File: config.mk
export PLATFORM = sky130hd
export DESIGN_NAME = elevator_call_scheduler
export DESIGN_NICKNAME = d
export VERILOG_FILES = /design/src/rtl/elevator_pkg.sv /design/src/rtl/door_timer.sv /design/src/rtl/elevator_call_scheduler.sv
export SDC_FILE = /design/constraint.sdc
export NUM_CORES = 1
export LEC_CHECK = 0
export ABC_AREA = 1
export CAP_MARGIN = 20
export CORE_AREA = 2 2 82 84
export DETAILED_ROUTE_END_ITERATION = 10
export DIE_AREA = 0 0 84 86
export SETUP_SLACK_MARGIN = 0.02
export SLEW_MARGIN = 20
export SYNTH_ARGS = -nofsm -noshare
export SYNTH_HDL_FRONTEND = slang
export SYNTH_SLANG_ARGS = --single-unit
File: constraint.sdc
create_clock -name clk -period 3.63 [get_ports clk]
set_input_delay 0.9075 -clock clk [delete_from_list [all_inputs] [get_ports clk]]
set_output_delay 0.9075 -clock clk [all_outputs]
set_load 0.02 [all_outputs]
File: src/rtl/elevator_pkg.sv
// Shared constants, state encoding and per-floor helper functions for the
// 4-floor elevator call scheduler.
package elevator_pkg;

   localparam int NUM_FLOORS = 4;
   localparam int FLOOR_W    = $clog2(NUM_FLOORS);

   typedef enum logic [1:0] {
      IDLE    = 2'b00,
      MOVE_UP = 2'b01,
      MOVE_DN = 2'b10,
      DOOR    = 2'b11
   } state_t;

   localparam logic DIR_UP = 1'b1;
   localparam logic DIR_DN = 1'b0;

   localparam logic [NUM_FLOORS-1:0] LSB_ONE = {{(NUM_FLOORS-1){1'b0}}, 1'b1};

   function automatic logic is_multi_hot(input logic [NUM_FLOORS-1:0] v);
      return (v & (v - LSB_ONE)) != '0;
   endfunction

   function automatic logic is_onehot(input logic [NUM_FLOORS-1:0] v);
      return (v != '0) && !is_multi_hot(v);
   endfunction

   function automatic logic [FLOOR_W-1:0] floor_index(input logic [NUM_FLOORS-1:0] v);
      logic [FLOOR_W-1:0] idx;
      idx = '0;
      for (int i = 0; i < NUM_FLOORS; i++)
         if (v[i]) idx = FLOOR_W'(i);
      return idx;
   endfunction

   function automatic logic [NUM_FLOORS-1:0] floor_bit(input logic [FLOOR_W-1:0] f);
      logic [NUM_FLOORS-1:0] m;
      m    = '0;
      m[f] = 1'b1;
      return m;
   endfunction

   // Floors strictly above / strictly below f.
   function automatic logic [NUM_FLOORS-1:0] above_mask(input logic [FLOOR_W-1:0] f);
      logic [NUM_FLOORS-1:0] m;
      for (int i = 0; i < NUM_FLOORS; i++)
         m[i] = (i > int'(f));
      return m;
   endfunction

   function automatic logic [NUM_FLOORS-1:0] below_mask(input logic [FLOOR_W-1:0] f);
      logic [NUM_FLOORS-1:0] m;
      for (int i = 0; i < NUM_FLOORS; i++)
         m[i] = (i < int'(f));
      return m;
   endfunction

endpackage

File: src/rtl/door_timer.sv
// Door-open dwell counter: loads DOOR_CYCLES-1 on entry or reopen, counts
// down to zero, and reports done when zero is reached without a reopen.
module door_timer #(
   parameter int DOOR_CYCLES = 8
) (
   input  logic clk,
   input  logic reset,
   input  logic load,
   input  logic reload,
   output logic done
);

   localparam logic [7:0] LOAD_VAL = 8'(DOOR_CYCLES - 1);

   logic [7:0] count_reg;

   always_ff @(posedge clk) begin
      if (reset)
         count_reg <= '0;
      else if (load || reload)
         count_reg <= LOAD_VAL;
      else if (count_reg != '0)
         count_reg <= count_reg - 8'd1;
   end

   assign done = (count_reg == '0) && !reload;

endmodule

File: src/rtl/elevator_call_scheduler.sv
// Call latching, floor tracking and directional-sweep dispatch FSM for a
// 4-floor elevator; motor/door outputs decode the state register directly.
module elevator_call_scheduler
   import elevator_pkg::*;
#(
   parameter int DOOR_CYCLES = 8
) (
   input  logic                  clk,
   input  logic                  reset,
   input  logic [NUM_FLOORS-1:0] sensor,
   input  logic [NUM_FLOORS-1:0] hall_up,
   input  logic [NUM_FLOORS-1:0] hall_dn,
   input  logic [NUM_FLOORS-1:0] car_btn,
   output logic                  up,
   output logic                  down,
   output logic                  stop,
   output logic                  opendoor,
   output logic [FLOOR_W-1:0]    cur_floor,
   output logic [NUM_FLOORS-1:0] pending,
   output logic                  sensor_err
);

   localparam logic [NUM_FLOORS-1:0] UP_VALID = {1'b0, {(NUM_FLOORS-1){1'b1}}};
   localparam logic [NUM_FLOORS-1:0] DN_VALID = {{(NUM_FLOORS-1){1'b1}}, 1'b0};
   localparam logic [FLOOR_W-1:0]    TOP_FLOOR = FLOOR_W'(NUM_FLOORS - 1);

   state_t                state_reg, state_next;
   logic                  dir_reg, dir_next;
   logic [FLOOR_W-1:0]    cur_floor_reg, dep_floor_reg;
   logic [NUM_FLOORS-1:0] up_q_reg, dn_q_reg, car_q_reg;
   logic [NUM_FLOORS-1:0] up_q_next, dn_q_next, car_q_next;
   logic                  sensor_err_reg;

   logic [NUM_FLOORS-1:0] req, here, up_press, dn_press;
   logic [NUM_FLOORS-1:0] none_above, none_below;
   logic [NUM_FLOORS-1:0] up_clr, dn_clr, car_clr;
   logic                  above, below, sensor_valid;
   logic [FLOOR_W-1:0]    sensor_idx;
   logic                  door_load, door_reload, door_done;

   assign up_press     = hall_up & UP_VALID;
   assign dn_press     = hall_dn & DN_VALID;
   assign req          = up_q_reg | dn_q_reg | car_q_reg;
   assign here         = floor_bit(cur_floor_reg);
   assign above        = |(req & above_mask(cur_floor_reg));
   assign below        = |(req & below_mask(cur_floor_reg));
   assign sensor_valid = is_onehot(sensor);
   assign sensor_idx   = floor_index(sensor);

   generate
      for (genvar gi = 0; gi < NUM_FLOORS; gi++) begin : g_beyond
         assign none_above[gi] = ~|(req & above_mask(FLOOR_W'(gi)));
         assign none_below[gi] = ~|(req & below_mask(FLOOR_W'(gi)));
      end
   endgenerate

   // The hall bit against the travel direction is only answered once nothing lies ahead.
   always_comb begin
      car_clr = '0;
      up_clr  = '0;
      dn_clr  = '0;
      if (state_reg == DOOR) begin
         car_clr = here;
         up_clr  = (dir_reg == DIR_UP || !below) ? here : '0;
         dn_clr  = (dir_reg == DIR_DN || !above) ? here : '0;
      end
   end

   assign up_q_next   = (up_q_reg  | up_press) & ~up_clr;
   assign dn_q_next   = (dn_q_reg  | dn_press) & ~dn_clr;
   assign car_q_next  = (car_q_reg | car_btn)  & ~car_clr;
   assign door_reload = (state_reg == DOOR) && |((up_press | dn_press | car_btn) & here);

   always_comb begin
      state_next = state_reg;
      dir_next   = dir_reg;
      door_load  = 1'b0;
      case (state_reg)
         IDLE: begin
            if (req[cur_floor_reg]) begin
               state_next = DOOR;
               door_load  = 1'b1;
            end else if (above && (dir_reg == DIR_UP || !below)) begin
               state_next = MOVE_UP;
               dir_next   = DIR_UP;
            end else if (below) begin
               state_next = MOVE_DN;
               dir_next   = DIR_DN;
            end
         end
         // Stop decisions use the incoming sensor index, not the registered floor.
         MOVE_UP: begin
            if (sensor_valid && sensor_idx > dep_floor_reg &&
                (car_q_reg[sensor_idx] || up_q_reg[sensor_idx] ||
                 (dn_q_reg[sensor_idx] && none_above[sensor_idx]) ||
                 sensor_idx == TOP_FLOOR)) begin
               state_next = DOOR;
               door_load  = 1'b1;
            end
         end
         MOVE_DN: begin
            if (sensor_valid && sensor_idx < dep_floor_reg &&
                (car_q_reg[sensor_idx] || dn_q_reg[sensor_idx] ||
                 (up_q_reg[sensor_idx] && none_below[sensor_idx]) ||
                 sensor_idx == '0)) begin
               state_next = DOOR;
               door_load  = 1'b1;
            end
         end
         DOOR: begin
            if (door_done)
               state_next = IDLE;
         end
         default: state_next = IDLE;
      endcase
   end

   always_ff @(posedge clk) begin
      if (reset) begin
         state_reg      <= IDLE;
         dir_reg        <= DIR_UP;
         cur_floor_reg  <= '0;
         dep_floor_reg  <= '0;
         up_q_reg       <= '0;
         dn_q_reg       <= '0;
         car_q_reg      <= '0;
         sensor_err_reg <= 1'b0;
      end else begin
         state_reg <= state_next;
         dir_reg   <= dir_next;
         up_q_reg  <= up_q_next;
         dn_q_reg  <= dn_q_next;
         car_q_reg <= car_q_next;
         if (sensor_valid)
            cur_floor_reg <= sensor_idx;
         if (is_multi_hot(sensor))
            sensor_err_reg <= 1'b1;
         if (state_reg == IDLE)
            dep_floor_reg <= cur_floor_reg;
      end
   end

   door_timer #(
      .DOOR_CYCLES(DOOR_CYCLES)
   ) u_door_timer (
      .clk   (clk),
      .reset (reset),
      .load  (door_load),
      .reload(door_reload),
      .done  (door_done)
   );

   assign up         = (state_reg == MOVE_UP);
   assign down       = (state_reg == MOVE_DN);
   assign stop       = (state_reg == IDLE) || (state_reg == DOOR);
   assign opendoor   = (state_reg == DOOR);
   assign cur_floor  = cur_floor_reg;
   assign pending    = req;
   assign sensor_err = sensor_err_reg;

endmodule
Word-level counts from Yosys, hierarchy flattened
Index checks and enable logic that the tools add are counted.
{ "op_classes": {"n_addsub": 2, "magnitude_cmp": 11, "eq_ne": 8, "mux": 37, "bitwise_logic": 19, "reduce_logical": 49} }
{ "op_table": {"columns": ["op", "count"], "rows": [
  ["4-bit AND", 6],
  ["4-bit two-way mux", 5],
  ["4-bit bitwise OR", 5],
  ["2-bit two-way mux", 8],
  ["1-bit two-way mux", 13],
  ["1-bit binary-select mux with 2-bit select", 6],
  ["4-bit inverter", 3],
  ["4-bit OR reduction", 3],
  ["1-bit logical AND", 11],
  ["1-bit zero test", 10],
  ["1-bit logical OR", 10],
  ["8-bit zero test", 1],
  ["2-bit one-hot mux with 4 select lines", 1],
  ["4-bit nonzero test", 2],
  ["8-bit nonzero test", 1],
  ["8-bit by 1-bit subtractor with 8-bit output, second input constant", 1],
  ["2-bit equality test, second input constant", 3],
  ["2-bit by 3-bit less-than comparator with 1-bit output, second input constant", 2],
  ["3-bit two-way mux", 2],
  ["2-bit by 1-bit != test with 1-bit output, second input constant", 3],
  ["2-bit OR reduction", 3],
  ["3-bit OR reduction", 2],
  ["4-bit by 3-bit AND with 4-bit output", 1],
  ["2-bit greater-than comparator, first input constant", 2],
  ["other kinds (18)", 22]
]} }
{ "totals": {"ff_bits": 28, "inputBits": 18, "out_inout_bits": 11, "elab_cells": 136} }

Longest topological paths before layout
{ "logic_depth": {"depth_word": 14, "depth_mapped": 15, "mapped_depth_nobuf": 15} }

Modules after synthesis
A second synthesis with hierarchy kept.
{ "unflattened": {"hier_cells": 286, "hier_area_um2": 1810.5} }
{ "modules_own_cells": {"columns": ["module", "instances", "cells_per_inst", "area_per_inst_um2"], "rows": [
  ["elevator_call_scheduler", 1, 216, 1333.8],
  ["door_timer", 1, 70, 476.7]
]} }

Worst setup path after synthesis
Ideal clock, no wire load.
{ "synth_timing": {"path_kind": "input -> register", "start": "input sensor[3]", "end": "register u_door_timer.count_reg[5]", "setup_ns": 0.116, "arrival_ns": 2.172, "required_ns": 3.514, "path_slack_ns": 1.341, "stages": 12, "path_buffers": 0, "cell_sequence": "nor2_4 -> inv_2 -> ha_1 -> inv_1 -> o21bai_1 -> nand2_1 -> nor2_2 -> nand3_2 -> nand3_2 -> nand2_4 -> nand3_4 -> nor2_2"} }
{ "synth_via": {"elab_chain_cells": 11, "word_cells_on_any_way": 38} }
{ "synth_rtl": {"columns": ["element", "line_no", "source"], "rows": [
  ["from (decl)", "elevator_call_scheduler.sv:10", "input logic [NUM_FLOORS-1:0] sensor,"],
  ["2-bit two-way mux *", "elevator_pkg.sv:32", "if (v[i]) idx = FLOOR_W'(i);"],
  ["net sensor_idx[1]", "elevator_call_scheduler.sv:38", "logic [FLOOR_W-1:0] sensor_idx;"],
  ["1-bit binary-select mux with 2-bit select, on equally long branches", null, null],
  ["1-bit two-way mux, on equally long branches", null, null],
  ["1-bit logical OR (tied with other cells)", "elevator_call_scheduler.sv:103", "(car_q_reg[sensor_idx] || dn_q_reg[sensor_idx] ||"],
  ["1-bit logical OR, on equally long branches", "elevator_call_scheduler.sv:103, elevator_call_scheduler.sv:94", null],
  ["1-bit logical OR, on equally long branches", "elevator_call_scheduler.sv:104, elevator_call_scheduler.sv:95", null],
  ["1-bit logical AND, on equally long branches", "elevator_call_scheduler.sv:102, elevator_call_scheduler.sv:93", null],
  ["1-bit two-way mux, on equally long branches", "elevator_call_scheduler.sv:102, elevator_call_scheduler.sv:93", null],
  ["1-bit one-hot mux with 3 select lines *", "elevator_call_scheduler.sv:78", "case (state_reg)"],
  ["1-bit logical OR *", "door_timer.sv:20", "else if (load || reload)"],
  ["2-bit OR reduction (no line) *", null, null],
  ["to (signal assigned)", "door_timer.sv:23", "count_reg <= count_reg - 8'd1;"],
  ["to (decl)", "door_timer.sv:15", "logic [7:0] count_reg;"]
]} }
The timed path passes the listed nets; every way through them passes the cells marked *. The select of a mux whose other input is x is not followed.
A chain may end at the register's enable or synchronous reset.

Worst setup path after layout
Same ends and word-level chain as after synthesis.

==> flow_summary.ini <==
[run_status]
outcome = complete, no violations

[global_routing]
grt_pass1_vias = 1600
grt-ovfl-total = 0
track_usage_pct = 12.6
grt_pass1_wl_um = 7290
antenna_found_initial = 0
grt_max_degree = 17

[worst_hold_path]
hp-class = reg -> reg
min_path_cells = 2

[clocking]
cts_buffers = 3
root_buffer = clkbuf_8
clkLatencyLatePin_ns = 0.28
cts_max_level = 1
cts_tree = done
cts_buffer_depth = 2
cts-resized-gates = 0
cts_setup_buffers = 0
cts.clk_slew.worst_paths_ns = 0.10
cts_sinks = 28
cts_hold_buffers = 0

[sta]
fin_ws_ns = 0.914
fin_crit_sh_pct = 74.8
fin_crit_ns = 2.72
fin_setup_tns_ns = 0
hold_viol_final = 0
maxSlewViolCount = 0
setup_viol = 0
max_freq_ghz = 0.368
rsz0062_at_grt = no
whs_ns = 0.454
worstMarginPinSlew_ns = 0.496
maxSlewHeadroom_pct = 66.8
clock_skew_ns = 0.00601

[drt]
drt_wl_total_um = 4430
wl_met3_um = 187
avgViaCountPerCell = 4.59
ant_nets = 0
met1_length_um = 2180
remaining_drc_errors = 0
firstDrtPassIters = 4
top_signal_layer_used = met4
met2_length_um = 1990
dr_total_vias = 1750
drtIter0Drc = 68
routedWlPerCell_um = 11.6

[floorplan]
die_area_sq_um = 7220
boundaryPins = 29
core_area_sq_um = 6280
fp.dieH_um = 86
start_util_pct = 29.5
fp-row-count = 29
die_x_um = 84

[yosys]
synth-compound-area-share_pct = 11.7
yosysUniqueCellTypes = 32
yosys.area_share.simple_pct = 38.7
synth_xor_area_share_pct = 3.31
ys_ff_latch = 28
synth_top_family_by_area = simple AND/OR/NAND/NOR gates
synth_seq_area_share_pct = 30.2
yosys_warnings = 0
syn_nets = 302
synth_fa_ha_area_share_pct = 4.73
netlist_area_sq_um = 1850
postSynthCellCount = 277
muxShareOfSynthArea_pct = 0
avgSynthCellArea_sq_um = 6.69

[setup_path]
rr_worst_depth = 11
cp-start-kind = primary input
slowest_stage = clkdlybuf4s50_1
cp.depth = 13
cpPeakStageDelay_ns = 0.49
crit_family = simple AND/OR/NAND/NOR gates
critPathBufInv = 3
path_cells = clkdlybuf4s50_1 -> nor2_4 -> inv_2 -> ha_1 -> inv_1 -> o21bai_1 -> nand2_1 -> nor2_2 -> nand3_2 -> nand3_2 -> nand2_4 -> nand3_4 -> nor2_2
worst-path-max-fanout = 8
crit_type = in -> reg
end_kind = flop
critPathRequiredTime_ns = 3.82
cp.arrival_ns = 2.91

[cells_and_area]
nNetsFinal = 330
num_antenna_cells = 0
multi_input_area_sq_um = 1080
areaGrowthSynthToFinish_pct = 22.1
largest_register_ffs = 8
instances_no_fill = 381
drive_above_1_share_pct = 13.2
nFillCells = 673
seq_area_sq_um = 561

[place]
dp_hpwl_um = 3530
placed_cells = 377
port_buffers = 26
dpl_worst_slack_ns = 0.607
globalplace.congestion = 0.932

[power]
total_power_w = 0.00146
p_leak_nw = 1.09
p_per_area_nw_per_um2 = 646
ir_drop_mv = 0.553

[run]
cap_violations = 0
-- cells in the mapped netlist --
cell | n | area share, %
nand2_2 | 3 | 1.0
nand3_4 | 1 | 0.95
nor3_1 | 1 | 0.27
dfxtp_1 | 28 | 30
a311oi_1 | 2 | 0.95
o21ai_2 | 1 | 0.47
o21ai_1 | 1 | 0.27
nor2_4 | 3 | 1.8
inv_2 | 6 | 1.2
or2_2 | 1 | 0.34
clkbuf_1 | 2 | 0.41
nor2_1 | 29 | 5.9
xor2_1 | 7 | 3.3
a211oi_1 | 1 | 0.41
a221oi_1 | 2 | 0.95
o21ai_4 | 1 | 0.88
inv_1 | 43 | 8.7
inv_4 | 1 | 0.34
nand3_1 | 20 | 5.4
o21bai_1 | 1 | 0.41
o21ai_0 | 12 | 3.2
ha_1 | 7 | 4.7
buf_6 | 1 | 0.61
nand4_1 | 3 | 1.0
o31ai_1 | 1 | 0.41
o21a_1 | 1 | 0.41
a21oi_1 | 10 | 2.7
nor2_2 | 10 | 3.4
nand2_1 | 67 | 14
nand2_4 | 3 | 1.8
a31oi_1 | 2 | 0.68
nand3_2 | 6 | 3.2
-- metrics by stage --
step / area [sq um] / util (%)
2_1_floorplan: 1850 / -
3_3_place_gp: 2190 / 34.9
3_5_place_dp: 2190 / 34.9
4_1_cts: 2260 / 36.0
5_1_grt: 2260 / 36.0
6_report: 2260 / 36.0
-- final cells by class --
cell class,count,area share (%)
multi-input combinational,196,47.9
sequential,28,24.8
timing repair buffer,26,11.5
inverter,50,8.41
tap,77,4.26
clock buffer,3,1.83
clock inverter,1,1.33
-- power by group --
group          total [W]  internal, W  switching, W
clock           0.000253     0.000148      0.000105
combinational   0.000773     0.000308      0.000465
sequential      0.000436     0.000384     0.0000522
total            0.00146     0.000840      0.000621
-- placed cells by master (no fill, tap or decap), types with 2 or more instances in the layout --
| cell type | instances |
|---|---|
| nand3_2 | 6 |
| inv_2 | 6 |
| a31oi_1 | 2 |
| a221oi_1 | 2 |
| nand3_1 | 20 |
| xor2_1 | 7 |
| nand2_2 | 3 |
| inv_1 | 43 |
| nor2_4 | 3 |
| nand2_4 | 3 |
| nand4_1 | 3 |
| o21ai_0 | 12 |
| nor2_2 | 10 |
| dfxtp_1 | 28 |
| clkbuf_8 | 3 |
| clkdlybuf4s50_1 | 26 |
| a311oi_1 | 2 |
| nand2_1 | 67 |
| nor2_1 | 29 |
| ha_1 | 7 |
| a21oi_1 | 10 |
-- routing by layer --
metal  GRT usage [%]  vias up
met3            2.41        5
met2            20.9       34
met5               0        -
met1            16.5      782
met4            4.55        0
li1                -      929
-- worst min-delay path: stages, from the launching register on --
cell and delay [ns]:
dfxtp_1 0.32, inv_1 0.05, a21oi_1 0.05
-- worst paths after layout --
| path | from | to | slack [ns] |
|---|---|---|---|
| setup / recovery | sensor[3] | u_door_timer.count_reg[5] | 0.91 |
| hold reg to reg | sensor_err | sensor_err | 0.45 |
| hold / removal | sensor_err | sensor_err | 0.45 |
| setup reg to reg | cur_floor[1] | u_door_timer.count_reg[1] | 1.88 |
-- cell families (layout without fill, tap and decap cells) --
kind of cell	Yosys count	after routing
compound gates	35	35
xor+xnor	7	7
fa+ha+maj	7	7
buf+inv	53	80
flops	28	28
simple gates	147	147
Note: power is estimated with default switching activity, not from simulation.
